--- config.mk ---
export PLATFORM = sky130hd
export DESIGN_NAME = fifo_wptr_full
export DESIGN_NICKNAME = d
export VERILOG_FILES = /design/src/rtl/fifo_pkg.sv /design/src/rtl/sync_2ff.sv /design/src/rtl/fifo_wptr_full.sv
export SDC_FILE = /design/constraint.sdc
export NUM_CORES = 1
export LEC_CHECK = 0
export ABC_CLOCK_PERIOD_IN_PS = 3030
export BUFFER_PORTS_ARGS = -buffer_cell sky130_fd_sc_hd__buf_2
export CORE_MARGIN = 3
export CORE_UTILIZATION = 40
export DETAILED_ROUTE_END_ITERATION = 7
export PLACE_DENSITY = 0.69
export SYNTH_ARGS = -nofsm -noshare
export SYNTH_HDL_FRONTEND = slang
export SYNTH_HIERARCHICAL = 1
export SYNTH_SLANG_ARGS = --single-unit
--- constraint.sdc ---
create_clock -name wclk -period 3.03 [get_ports wclk]
set_input_delay 0.606 -clock wclk [delete_from_list [all_inputs] [get_ports wclk]]
set_output_delay 0.606 -clock wclk [all_outputs]
set_load 0.05 [all_outputs]
--- src/rtl/fifo_pkg.sv ---
// Shared helpers for the asynchronous FIFO pointer blocks (write and read side).
package fifo_pkg;

   localparam int SYNC_STAGES = 2;
   localparam int PTR_MAX     = 32;

   function automatic logic [PTR_MAX-1:0] width_mask(input int unsigned width);
      logic [PTR_MAX-1:0] mask;
      if (width >= PTR_MAX)
         mask = '1;
      else
         mask = (PTR_MAX'(1) << width) - PTR_MAX'(1);
      return mask;
   endfunction

   function automatic logic [PTR_MAX-1:0] bin2gray(input logic [PTR_MAX-1:0] b,
                                                   input int unsigned width);
      logic [PTR_MAX-1:0] bm;
      bm = b & width_mask(width);
      return bm ^ (bm >> 1);
   endfunction

   // Each binary bit is the XOR of all Gray bits at and above it.
   function automatic logic [PTR_MAX-1:0] gray2bin(input logic [PTR_MAX-1:0] g,
                                                   input int unsigned width);
      logic [PTR_MAX-1:0] gm;
      logic [PTR_MAX-1:0] b;
      gm = g & width_mask(width);
      b  = '0;
      for (int i = 0; i < PTR_MAX; i++)
         b[i] = ^(gm >> i);
      return b;
   endfunction

endpackage

--- src/rtl/sync_2ff.sv ---
// Multi-flop synchronizer for Gray-coded pointers crossing clock domains.
module sync_2ff
   import fifo_pkg::*;
#(
   parameter int W = 1
) (
   input  logic         clk,
   input  logic         rst,
   input  logic [W-1:0] d,
   output logic [W-1:0] q
);

   genvar gi;
   generate
      for (gi = 0; gi < W; gi++) begin : g_bit
         logic [SYNC_STAGES-1:0] sh_reg;

         always_ff @(posedge clk or posedge rst) begin
            if (rst)
               sh_reg <= '0;
            else
               sh_reg <= {sh_reg[SYNC_STAGES-2:0], d[gi]};
         end

         assign q[gi] = sh_reg[SYNC_STAGES-1];
      end
   endgenerate

endmodule

--- src/rtl/fifo_wptr_full.sv ---
// Write-side pointer, full/almost_full and fill level of the async FIFO.
// Define FIFO_WPTR_OVERFLOW_EN to add the sticky overflow output.
module fifo_wptr_full
   import fifo_pkg::*;
#(
   parameter int DEPTH = 8,
   parameter int ADDR  = $clog2(DEPTH),
   parameter int AF_TH = DEPTH - 2
) (
   input  logic            wclk,
   input  logic            wrst,
   input  logic            wr,
   input  logic [ADDR:0]   rptr_gray,
   output logic [ADDR-1:0] Waddr,
   output logic [ADDR:0]   wptr_gray,
   output logic            full,
   output logic            almost_full,
   output logic [ADDR:0]   wlevel
`ifdef FIFO_WPTR_OVERFLOW_EN
   ,
   output logic            overflow
`endif
);

   localparam int            PW     = ADDR + 1;
   localparam logic [ADDR:0] AF_LIM = PW'(AF_TH);

   logic [ADDR:0] wbin_reg;
   logic [ADDR:0] wbin_next;
   logic [ADDR:0] wgray_reg;
   logic [ADDR:0] wgray_next;
   logic [ADDR:0] wlevel_reg;
   logic [ADDR:0] level_next;
   logic [ADDR:0] rq2;
   logic [ADDR:0] rbin_s;
   logic [ADDR:0] full_cmp;
   logic          full_reg;
   logic          full_next;
   logic          af_reg;
   logic          af_next;
   logic          wen;

   sync_2ff #(
      .W (PW)
   ) u_rptr_sync (
      .clk (wclk),
      .rst (wrst),
      .d   (rptr_gray),
      .q   (rq2)
   );

   assign rbin_s = PW'(gray2bin(PTR_MAX'(rq2), PW));

   // Full when the write pointer is one lap ahead: top two Gray bits inverted.
   assign full_cmp = {~rq2[ADDR:ADDR-1], rq2[ADDR-2:0]};

   always_comb begin
      wen        = wr & ~full_reg;
      wbin_next  = wbin_reg + {{ADDR{1'b0}}, wen};
      wgray_next = PW'(bin2gray(PTR_MAX'(wbin_next), PW));
      level_next = wbin_next - rbin_s;
      full_next  = (wgray_next == full_cmp);
      af_next    = (level_next >= AF_LIM);
   end

   always_ff @(posedge wclk or posedge wrst) begin
      if (wrst) begin
         wbin_reg   <= '0;
         wgray_reg  <= '0;
         full_reg   <= 1'b0;
         af_reg     <= 1'b0;
         wlevel_reg <= '0;
      end else begin
         wbin_reg   <= wbin_next;
         wgray_reg  <= wgray_next;
         full_reg   <= full_next;
         af_reg     <= af_next;
         wlevel_reg <= level_next;
      end
   end

   assign Waddr       = wbin_reg[ADDR-1:0];
   assign wptr_gray   = wgray_reg;
   assign full        = full_reg;
   assign almost_full = af_reg;
   assign wlevel      = wlevel_reg;

`ifdef FIFO_WPTR_OVERFLOW_EN
   logic ovf_reg;

   // Sticky: any attempted write against a full FIFO is remembered until reset.
   always_ff @(posedge wclk or posedge wrst) begin
      if (wrst)
         ovf_reg <= 1'b0;
      else if (wr && full_reg)
         ovf_reg <= 1'b1;
   end

   assign overflow = ovf_reg;
`endif

endmodule

==> flow_summary_export.csv <==
group,metric,value,unit
global_route,antenna_found_initial,0,
timing,worst_slew_pin_slew,0.5032,ns
worst_setup_path,crit_family,"adder cells",
worst_setup_path,slowest_stage,"fa_1",
logic_synthesis,synth-seq-cells,21,
worst_setup_path,r2r-start,"u_rptr_sync/g_bit[3].sh_reg[1]$_DFF_PP0_",
final_layout,antenna_cells,0,
floorplanning,row_count,16,
timing,fin_crit_sh,0.7574,
timing,max_freq,435.7,MHz
logic_synthesis,synthMuxAreaShare,0,
final_layout,layout_common_cells,"dfrtp_1, buf_2, inv_1",
worst_setup_path,critPathMostFrequentCell,"xnor2_1",
final_layout,largest_reg_flops,8,
floorplanning,die_w,53.72,um
logic_synthesis,synth_area_leaders,"dfrtp_1, xnor2_1, ha_1",
timing,min_period,2.295,ns
floorplanning,start_util,0.4417,
logic_synthesis,synth_top_area_share,0.5769,
floorplanning,coreArea,2062,um2
worst_setup_path,cp-end-kind,"flip-flop",
clock_network,cts_buffers,3,
timing,slew_viol_final,0,
final_layout,final_cells,115,
final_layout,final_core_util,0.5030,
timing,hold_violations,0,
global_route,track_usage,0.1079,
logic_synthesis,synthSimpleGateAreaFrac,0.03022,
logic_synthesis,synth-seq-area-share,0.5769,
logic_synthesis,syn_inst,69,
drt,routed_wl,1318,um
placed_design,place_area,1010,um2
clock_network,cts.sinks,21,
drt,firstDrtPassIters,4,
final_layout,design_area,1037,um2
global_route,grt_max_degree,14,
drt,route.top_layer_used,"met4",
logic_synthesis,synth_fa_ha_area_frac,0.09066,
final_layout,final_nets,102,
drt,wl_per_cell,11.46,um
clock_network,post_cts_buffers,0,
global_route,grt_pass1_vias,532,
drt,viasPerCell,4.574,
drt,drc,0,
logic_synthesis,syn_area_per_cell,13.20,um2
drt,wl_met3,92,um
min_path,min_path_type,"in -> async",
placed_design,port_buffers,19,
clock_network,cts_tree,"yes",
worst_setup_path,worstPathMaxFanout,3,
clock_network,root_buffer,"clkbuf_4",
worst_setup_path,arrival,2.48,ns
clock_network,cts_hold_buf,0,
worst_setup_path,startpoint_type,"flip-flop",
worst_setup_path,criticalPathCategory,"reg -> reg",
final_layout,ff_latch_area,525.5,um2
placed_design,globalplace.congestion,0.7666,
drt,detail-route-antenna-nets,0,
logic_synthesis,synth_fp_nets,82,
clock_network,clock_path_buffers,2,
global_route,overflow,0,
job,max_cap_violations,0,
worst_setup_path,critPathMaxStageDelay,0.51,ns
final_layout,syn_to_final_growth,13.87,%
logic_synthesis,syn_area,910.9,um2
timing,final.setup.tns,0,ns
timing,setup_viol,0,
worst_setup_path,cp.required,3.21,ns
placed_design,hpwl,1039,um
status,status,"complete, no violations",
clock_network,ctsHtreeMaxLevel,1,
drt,drtIter0Drc,8,
drt,route.met2.wl,627,um
global_route,grt_pass1_wl,2208,um
worst_setup_path,path_buf_inv,1,
clock_network,path_clk_slew,0.11,ns
logic_synthesis,synth_xor_area_frac,0.1621,
floorplanning,dieArea,2886,um2
placed_design,dpl.cell_count,111,
worst_setup_path,path_cells,"xnor2_1, xor2_1, xnor2_1, ha_1, fa_1, inv_1, a22oi_1, o211ai_2",
final_layout,num-fill-cells,193,
clock_network,clk_latency,0.29,ns
logic_synthesis,synth-compound-area-share,0.07005,
timing,rsz0062_at_grt,"no",
logic_synthesis,synth_top_family_by_area,"XOR/XNOR gates",
timing,relSlewSlack,0.6621,
logic_synthesis,synth_largest_area_cell,"dfrtp_1",
worst_setup_path,crit_start,"u_rptr_sync/g_bit[3].sh_reg[1]$_DFF_PP0_",
logic_synthesis,ys_warn_count,6,
drt,wl_met1,588,um
drt,vias,526,
floorplanning,pin_count,20,
final_layout,layout_commonest_cell,"dfrtp_1",
clock_network,cts_resized,0,
floorplanning,die_h,53.72,um
final_layout,multiInputGateArea,321.6,um2
logic_synthesis,synth.distinct_cells,19,
final_layout,final_layout_size_suffix_gt1_frac,0.2841,
timing,skew,0.004148,ns
==> kinds of logic after synthesis <==
kind of cell	after synthesis
compound gates	8
xor+xnor	16
fa+ha+maj	6
buf+inv	13
flops	21
simple gates	5
==> cell type report <==
cell class | count | area share
Clock inverter | 1 | 0.004825
Multi-Input combinational cell | 35 | 0.3100
Clock buffer | 3 | 0.02171
Inverter | 9 | 0.03257
Timing Repair Buffer | 19 | 0.09168
Tap cell | 27 | 0.03257
Sequential cell | 21 | 0.5066
==> stage by stage <==
step | hold WS [ns] | setup WS, ns
2_1_floorplan | 0.3312 | 0.6401
6_report | 0.2315 | 0.7350
3_5_place_dp | 0.3362 | 0.4110
4_1_cts | 0.2307 | 0.7284
5_1_grt | 0.2366 | 0.5678
3_3_place_gp | 0.3316 | 0.4792
==> cell usage after synthesis <==
cell and number:
buf_4 4, nor2b_1 1, ha_1 5, o211ai_2 1, o211a_1 1, nand3_1 1, a211o_1 1, a21o_1 1
xnor2_1 8, dfrtp_1 21, inv_1 9, fa_1 1, and3_1 1, nor3_1 2, a22oi_1 1, a21oi_1 2
xor2_1 7, xor2_2 1, a21boi_0 1
==> worst register-to-register path: stages, from the launching register on <==
cell and delay, ns:
dfrtp_1 0.42, xnor2_1 0.25, xor2_1 0.30, xnor2_1 0.12
ha_1 0.21, fa_1 0.51, inv_1 0.06, a22oi_1 0.23
o211ai_2 0.09
==> metal layers <==
layer / up-vias / track usage
met3: 2 / 0.02493
li1: 252 / -
met2: 17 / 0.1694
met5: - / 0
met4: 0 / 0.05106
met1: 255 / 0.1398
==> final timing paths <==
check                      slack [ns]                                        to  depth (start not counted)
setup / recovery                 0.74                     almost_full$_DFF_PP0_                          8
hold / removal                   0.23  u_rptr_sync/g_bit[2].sh_reg[1]$_DFF_PP0_                          2
setup reg to reg                 0.74                     almost_full$_DFF_PP0_                          8
hold reg to reg                  0.36  u_rptr_sync/g_bit[1].sh_reg[1]$_DFF_PP0_                          0
max in group asynchronous        2.37                     wbin_reg[0]$_DFF_PP0_                          2
min in group wclk                0.36  u_rptr_sync/g_bit[1].sh_reg[1]$_DFF_PP0_                          0
Power is left out: the tool's default activity adds up to more than one toggle a clock period on the data nets, which glitch-free logic cannot reach.
